**src/rtl/linked_list_fifo_sched.sv**
```systemverilog
// Round-robin scheduler in front of a shared-memory linked-list FIFO.
// Arbitrates N producer streams onto the FIFO push port and drains
// non-empty FIFOs into one registered output stream. Push and pop alternate
// under contention and are never issued in the same cycle.
`timescale 1ns/1ps
module linked_list_fifo_sched #(
  parameter int WIDTH     = 8,
  parameter int DEPTH     = 4,
  parameter int NUM_FIFOS = 2,
  parameter int ID_WIDTH  = (NUM_FIFOS > 1) ? $clog2(NUM_FIFOS) : 1
) (
  input  logic                       clk,
  input  logic                       rst,
  input  logic [NUM_FIFOS-1:0]       in_valid,
  input  logic [NUM_FIFOS*WIDTH-1:0] in_data,
  output logic [NUM_FIFOS-1:0]       in_ready,
  input  logic [NUM_FIFOS-1:0]       pop_mask,
  output logic                       out_valid,
  output logic [WIDTH-1:0]           out_data,
  output logic [ID_WIDTH-1:0]        out_fifo,
  input  logic                       out_ready,
  output logic [NUM_FIFOS-1:0]       fifo_push,
  output logic [NUM_FIFOS-1:0]       fifo_pop,
  output logic [WIDTH-1:0]           fifo_data_in,
  input  logic                       fifo_full,
  input  logic [NUM_FIFOS-1:0]       fifo_empty,
  input  logic [WIDTH-1:0]           fifo_data_out
);

  // A zero-depth FIFO can never take a word.
  localparam bit HasStorage = (DEPTH > 0);

  logic [ID_WIDTH-1:0] push_ptr_q, push_ptr_d;
  logic [ID_WIDTH-1:0] pop_ptr_q, pop_ptr_d;
  logic                prio_q, prio_d;
  logic                out_valid_q, out_valid_d;
  logic [WIDTH-1:0]    out_data_q, out_data_d;
  logic [ID_WIDTH-1:0] out_fifo_q, out_fifo_d;

  logic [NUM_FIFOS-1:0] pop_req;
  logic [ID_WIDTH-1:0]  push_idx, pop_idx, data_sel;
  logic                 push_found, pop_found;
  logic                 push_elig, pop_elig, push_go, pop_go;

  // Pointer increment that wraps N-1 -> 0, so index N is never produced.
  function automatic logic [ID_WIDTH-1:0] wrap_inc(input logic [ID_WIDTH-1:0] p);
    if (p == ID_WIDTH'(NUM_FIFOS - 1)) return '0;
    return p + ID_WIDTH'(1);
  endfunction

  assign pop_req = ~fifo_empty & ~pop_mask;

  // First requesting producer at or after push_ptr, wrapping.
  always_comb begin : push_search
    logic [ID_WIDTH-1:0] cand;
    push_found = 1'b0;
    push_idx   = push_ptr_q;
    cand       = push_ptr_q;
    for (int k = 0; k < NUM_FIFOS; k++) begin
      if (!push_found && in_valid[cand]) begin
        push_found = 1'b1;
        push_idx   = cand;
      end
      cand = wrap_inc(cand);
    end
  end

  // First unmasked non-empty FIFO at or after pop_ptr, wrapping.
  always_comb begin : pop_search
    logic [ID_WIDTH-1:0] cand;
    pop_found = 1'b0;
    pop_idx   = pop_ptr_q;
    cand      = pop_ptr_q;
    for (int k = 0; k < NUM_FIFOS; k++) begin
      if (!pop_found && pop_req[cand]) begin
        pop_found = 1'b1;
        pop_idx   = cand;
      end
      cand = wrap_inc(cand);
    end
  end

  // Eligibility and the push/pop phase decision; only one side issues.
  always_comb begin
    push_elig = HasStorage && !rst && push_found && !fifo_full;
    pop_elig  = !rst && pop_found && (!out_valid_q || out_ready);
    push_go   = push_elig && (!pop_elig || !prio_q);
    pop_go    = pop_elig && (!push_elig || prio_q);
  end

  // One-hot strobes toward the FIFO and back to the producers.
  always_comb begin
    fifo_push = push_go ? (NUM_FIFOS'(1) << push_idx) : '0;
    fifo_pop  = pop_go  ? (NUM_FIFOS'(1) << pop_idx)  : '0;
    in_ready  = fifo_push;
  end

  // Data mux: granted slice on a push, the push_ptr slice when idle.
  always_comb begin
    data_sel     = push_go ? push_idx : push_ptr_q;
    fifo_data_in = '0;
    if (!rst) begin
      for (int k = 0; k < NUM_FIFOS; k++) begin
        if (data_sel == ID_WIDTH'(k)) fifo_data_in = in_data[k*WIDTH +: WIDTH];
      end
    end
  end

  // Next-state for pointers, phase bit and the output holding register.
  always_comb begin
    push_ptr_d  = push_ptr_q;
    pop_ptr_d   = pop_ptr_q;
    prio_d      = prio_q;
    out_valid_d = out_valid_q;
    out_data_d  = out_data_q;
    out_fifo_d  = out_fifo_q;
    if (push_go) begin
      push_ptr_d = wrap_inc(push_idx);
      prio_d     = 1'b1;
    end
    if (pop_go) begin
      pop_ptr_d   = wrap_inc(pop_idx);
      prio_d      = 1'b0;
      out_valid_d = 1'b1;
      out_data_d  = fifo_data_out;
      out_fifo_d  = pop_idx;
    end else if (out_ready) begin
      out_valid_d = 1'b0;
    end
  end

  // State registers; reset discards any held word.
  always_ff @(posedge clk or posedge rst) begin
    if (rst) begin
      push_ptr_q  <= '0;
      pop_ptr_q   <= '0;
      prio_q      <= 1'b0;
      out_valid_q <= 1'b0;
      out_data_q  <= '0;
      out_fifo_q  <= '0;
    end else begin
      push_ptr_q  <= push_ptr_d;
      pop_ptr_q   <= pop_ptr_d;
      prio_q      <= prio_d;
      out_valid_q <= out_valid_d;
      out_data_q  <= out_data_d;
      out_fifo_q  <= out_fifo_d;
    end
  end

  assign out_valid = out_valid_q;
  assign out_data  = out_data_q;
  assign out_fifo  = out_fifo_q;

endmodule

```
**config.mk**
```make
export PLATFORM = sky130hd
export DESIGN_NAME = linked_list_fifo_sched
export DESIGN_NICKNAME = d
export VERILOG_FILES = /design/src/rtl/linked_list_fifo_sched.sv
export SDC_FILE = /design/constraint.sdc
export NUM_CORES = 1
export LEC_CHECK = 0
export ABC_AREA = 1
export CORE_AREA = 2 2 54 56
export DETAILED_ROUTE_END_ITERATION = 10
export DIE_AREA = 0 0 56 58
export MAX_ROUTING_LAYER = met4
export PLACE_DENSITY = 0.78
export SYNTH_ARGS = -nofsm -noshare
export SYNTH_HDL_FRONTEND = slang
export SYNTH_SLANG_ARGS = --single-unit
```
**constraint.sdc**
```tcl
create_clock -name clk -period 2 [get_ports clk]
set_clock_uncertainty 0.15 [all_clocks]
set_input_delay 0.4 -clock clk [delete_from_list [all_inputs] [get_ports clk]]
set_output_delay 0.4 -clock clk [all_outputs]
set_load 0.05 [all_outputs]
```
==> flow_metrics.py <==
metrics = {
    "pwr": {
        "power.total_mw": 1.63,
        "leakage_nw": 1.05,
        "irDropWorstVdd_mv": 0.765,
        "pwr_density_cell_nw_per_um2": 733,
    },
    "sta": {
        "rsz0062_at_grt": "yes",
        "least_setup_slack_across_all_paths_after_layout_ns": -0.352,
        "finalCriticalPeriod_ns": 2.35,
        "min_period_over_period": 1.18,
        "number_of_hold_violations_in_the_final_report": 0,
        "max_slew.worst_pin.slew_ns": 0.301,
        "max-slew-margin-rel": 0.800,
        "achievable-frequency_mhz": 425,
        "final-max-slew-violation-count": 0,
        "final_worst_hold_slack_ns": 0.0356,
        "setup_violations": 14,
        "total_negative_setup_slacks_ns": -3.10,
    },
    "clock_network": {
        "cts_hold_buffers": 0,
        "tritoncts": "done",
        "clock-sinks": 13,
        "max-clock-path-buffers": 2,
        "clk_pin_slew_worst_paths_ns": 0.08,
        "numCtsBuffers": 3,
        "h-tree-depth": 1,
        "clk_latency_ns": 0.28,
        "cts_root_buffer": "sky130_fd_sc_hd__clkbuf_4",
    },
    "cells_and_area": {
        "multi_input_area_sq_um": 734,
        "n_antenna_cell": 0,
        "ff_latch_area_sq_um": 328,
        "layoutNonFillerInstCount": 246,
        "finalNetCount": 250,
        "layout-drive-gt1-share": 0.563,
        "final_cell_mix": "33 x sky130_fd_sc_hd__buf_4, 24 x sky130_fd_sc_hd__clkdlybuf4s50_1, 23 x sky130_fd_sc_hd__inv_1",
        "signed_area_change_from_the_synthesized_netlist_to_the_final_layout_pct": 135,
        "fill_cells": 156,
        "finalInstanceArea_sq_um": 2220,
        "layout_commonest_cell": "sky130_fd_sc_hd__buf_4",
        "final_design_utilization": 0.834,
    },
    "synth": {
        "synth_nets": 163,
        "synth.avg_cell_area_sq_um": 7.31,
        "mappedNetlistArea_sq_um": 943,
        "synthDistinctLibCells": 21,
        "number_of_register_bits_inferred_by_synthesis": 13,
        "yosys_warnings": 0,
        "post_synth_inst_count": 129,
        "synth.yosys.seq_area_share": 0.345,
    },
    "floorplanning": {
        "design.core.area_sq_um": 2660,
        "die_w_um": 56,
        "die_height_um": 58,
        "design.portCount": 58,
        "starting_utilization_of_the_core_area": 0.354,
        "design.die.area_sq_um": 3250,
        "rows": 19,
    },
    "worst_setup_path": {
        "worst_ep_required_time_ns": 1.45,
        "max_stage_delay_ns": 0.45,
        "cp_data_arrival_time_ns": 1.80,
        "critical_path_class": "flip-flop to output pin",
        "critPathMaxFanout": 5,
        "cp_launch_type": "flip-flop",
        "critPathTopFamily": "simple AND/OR/NAND/NOR gates",
        "crit_chain": "nand2_2, nand2_2, o21ai_4, nand3_4, buf_12, nand3_1, nand2_1, nor2_4, buf_12",
        "critical_path.reg2reg.startpoint": "out_valid",
        "worst_setup_path_end_kind": "output pin",
        "cp_num_buf_inv": 2,
        "timing.rr.end": "push_ptr_q",
        "worst-r2r-cell-count": 9,
        "timing.reg2reg.setup_slack_ns": 0.26,
        "critPathSlowestCell": "sky130_fd_sc_hd__dfrtp_2",
    },
    "global_route": {
        "initial_antenna_violation_count": 0,
        "globalRouteOverflowTotal": 0,
        "grt_pass1_vias": 1186,
        "global_route.usage.total": 0.224,
        "first_pass_grt_wire_length_um": 5480,
        "grt_max_degree": 22,
    },
    "placement": {
        "input_output_buffers": 57,
        "post-dp-hpwl_um": 2120,
        "routability_congestion_estimate_from_global_placement": 0.826,
        "place_ws_ns": -0.574,
        "dpl.cell_count": 225,
        "placed_cell_area_sq_um": 1810,
    },
    "routing": {
        "detailroute.via_count": 1150,
        "first_pass_iters": 4,
        "detail_route.wl_per_cell_um": 14.8,
        "number_of_nets_with_antenna_violations_after_detailed_routing": 0,
        "finalWirelength_um": 3630,
        "route.detailed.drc": 0,
        "drtIter0Drc": 20,
        "via_per_inst": 4.67,
    },
    "status": {
        "status": "complete, but fails checks",
        "violated_checks": "setup timing",
    },
    "min_path": {
        "min_path_type": "input pin to async pin",
    },
    "run": {
        "cap_viol_max_count": 0,
    },
}
## cells in the mapped netlist
cell / number / share of area
sky130_fd_sc_hd__dfrtp_1: 13 / 0.34
sky130_fd_sc_hd__o21ai_0: 2 / 0.011
sky130_fd_sc_hd__buf_2: 2 / 0.011
sky130_fd_sc_hd__inv_1: 28 / 0.11
sky130_fd_sc_hd__o21ai_1: 10 / 0.053
sky130_fd_sc_hd__nand2_2: 1 / 0.0066
sky130_fd_sc_hd__buf_8: 1 / 0.016
sky130_fd_sc_hd__inv_2: 2 / 0.0080
sky130_fd_sc_hd__nor2_2: 1 / 0.0066
sky130_fd_sc_hd__nand3_1: 7 / 0.037
sky130_fd_sc_hd__nor2b_1: 1 / 0.0066
sky130_fd_sc_hd__a21oi_4: 1 / 0.017
sky130_fd_sc_hd__nor2_1: 10 / 0.040
sky130_fd_sc_hd__nand4_2: 1 / 0.013
sky130_fd_sc_hd__a21oi_1: 2 / 0.011
sky130_fd_sc_hd__nand2_1: 29 / 0.12
sky130_fd_sc_hd__buf_4: 2 / 0.016
sky130_fd_sc_hd__a21oi_2: 9 / 0.084
sky130_fd_sc_hd__nand3_4: 2 / 0.037
sky130_fd_sc_hd__nand3_2: 3 / 0.032
sky130_fd_sc_hd__buf_6: 2 / 0.024
## registers in the layout (all words and copies together), names as in the netlist
signal	count
out_data	8
out_fifo	1
out_valid	1
pop_ptr_q	1
prio_q	1
push_ptr_q	1
## per-layer routing
| layer | routed length, um | part of all wire | global-route usage | vias to the layer above |
|---|---|---|---|---|
| met2 | 1930 | 0.53 | 0.418 | 55 |
| met4 | 42 | 0.012 | 0.0510 | 0 |
| met3 | 203 | 0.056 | 0.0313 | 4 |
| met5 | 0 | 0 | - | - |
| li1 | - | - | - | 566 |
| met1 | 1460 | 0.40 | 0.254 | 525 |
## worst max-delay path by stage
stage,startpoint,end,slack (ns),cells past startpoint
CTS,out_valid,fifo_data_in[6],-0.35,7
finish,push_ptr_q,fifo_data_in[7],-0.35,9
global route,push_ptr_q,fifo_data_in[7],-0.43,9
global placement,rst,fifo_data_in[3],-0.52,10
detailed placement,rst,fifo_data_in[1],-0.57,10
floorplan,out_valid,fifo_data_in[5],-0.05,8
## power breakdown
part	internal [mW]	switching (mW)	total (mW)
clock network	0.0773	0.0828	0.160
logic	0.469	0.626	1.10
registers	0.326	0.0454	0.371
## worst min-delay path, cell delays in order
cell                       delay, ns
sky130_fd_sc_hd__clkbuf_2       0.10
sky130_fd_sc_hd__inv_2          0.06
sky130_fd_sc_hd__buf_4          0.30
## final cells by class
| cell class | count | share of cell area |
|---|---|---|
| repair buffers | 88 | 0.439 |
| clock buffers | 4 | 0.0118 |
| well taps | 31 | 0.0175 |
| flip-flops and latches | 13 | 0.148 |
| multi-input cells | 80 | 0.331 |
| inverters | 30 | 0.0530 |
## cells by family after synthesis
| group | count (synthesis) | share of synthesized area |
|---|---|---|
| buf+inv | 37 | 0.186 |
| simple gates | 55 | 0.294 |
| compound gates | 24 | 0.175 |
| flops | 13 | 0.345 |
## repair_timing
| item | in CTS | in global routing |
|---|---|---|
| resized for setup | 41 | 26 |
| endpoints found under the setup margin | 14 | 14 |
| cloned | 3 | 0 |
| setup buffers | 7 | 8 |
| pin swaps | 24 | 15 |
No activity file was read; power rests on OpenSTA's default activity.
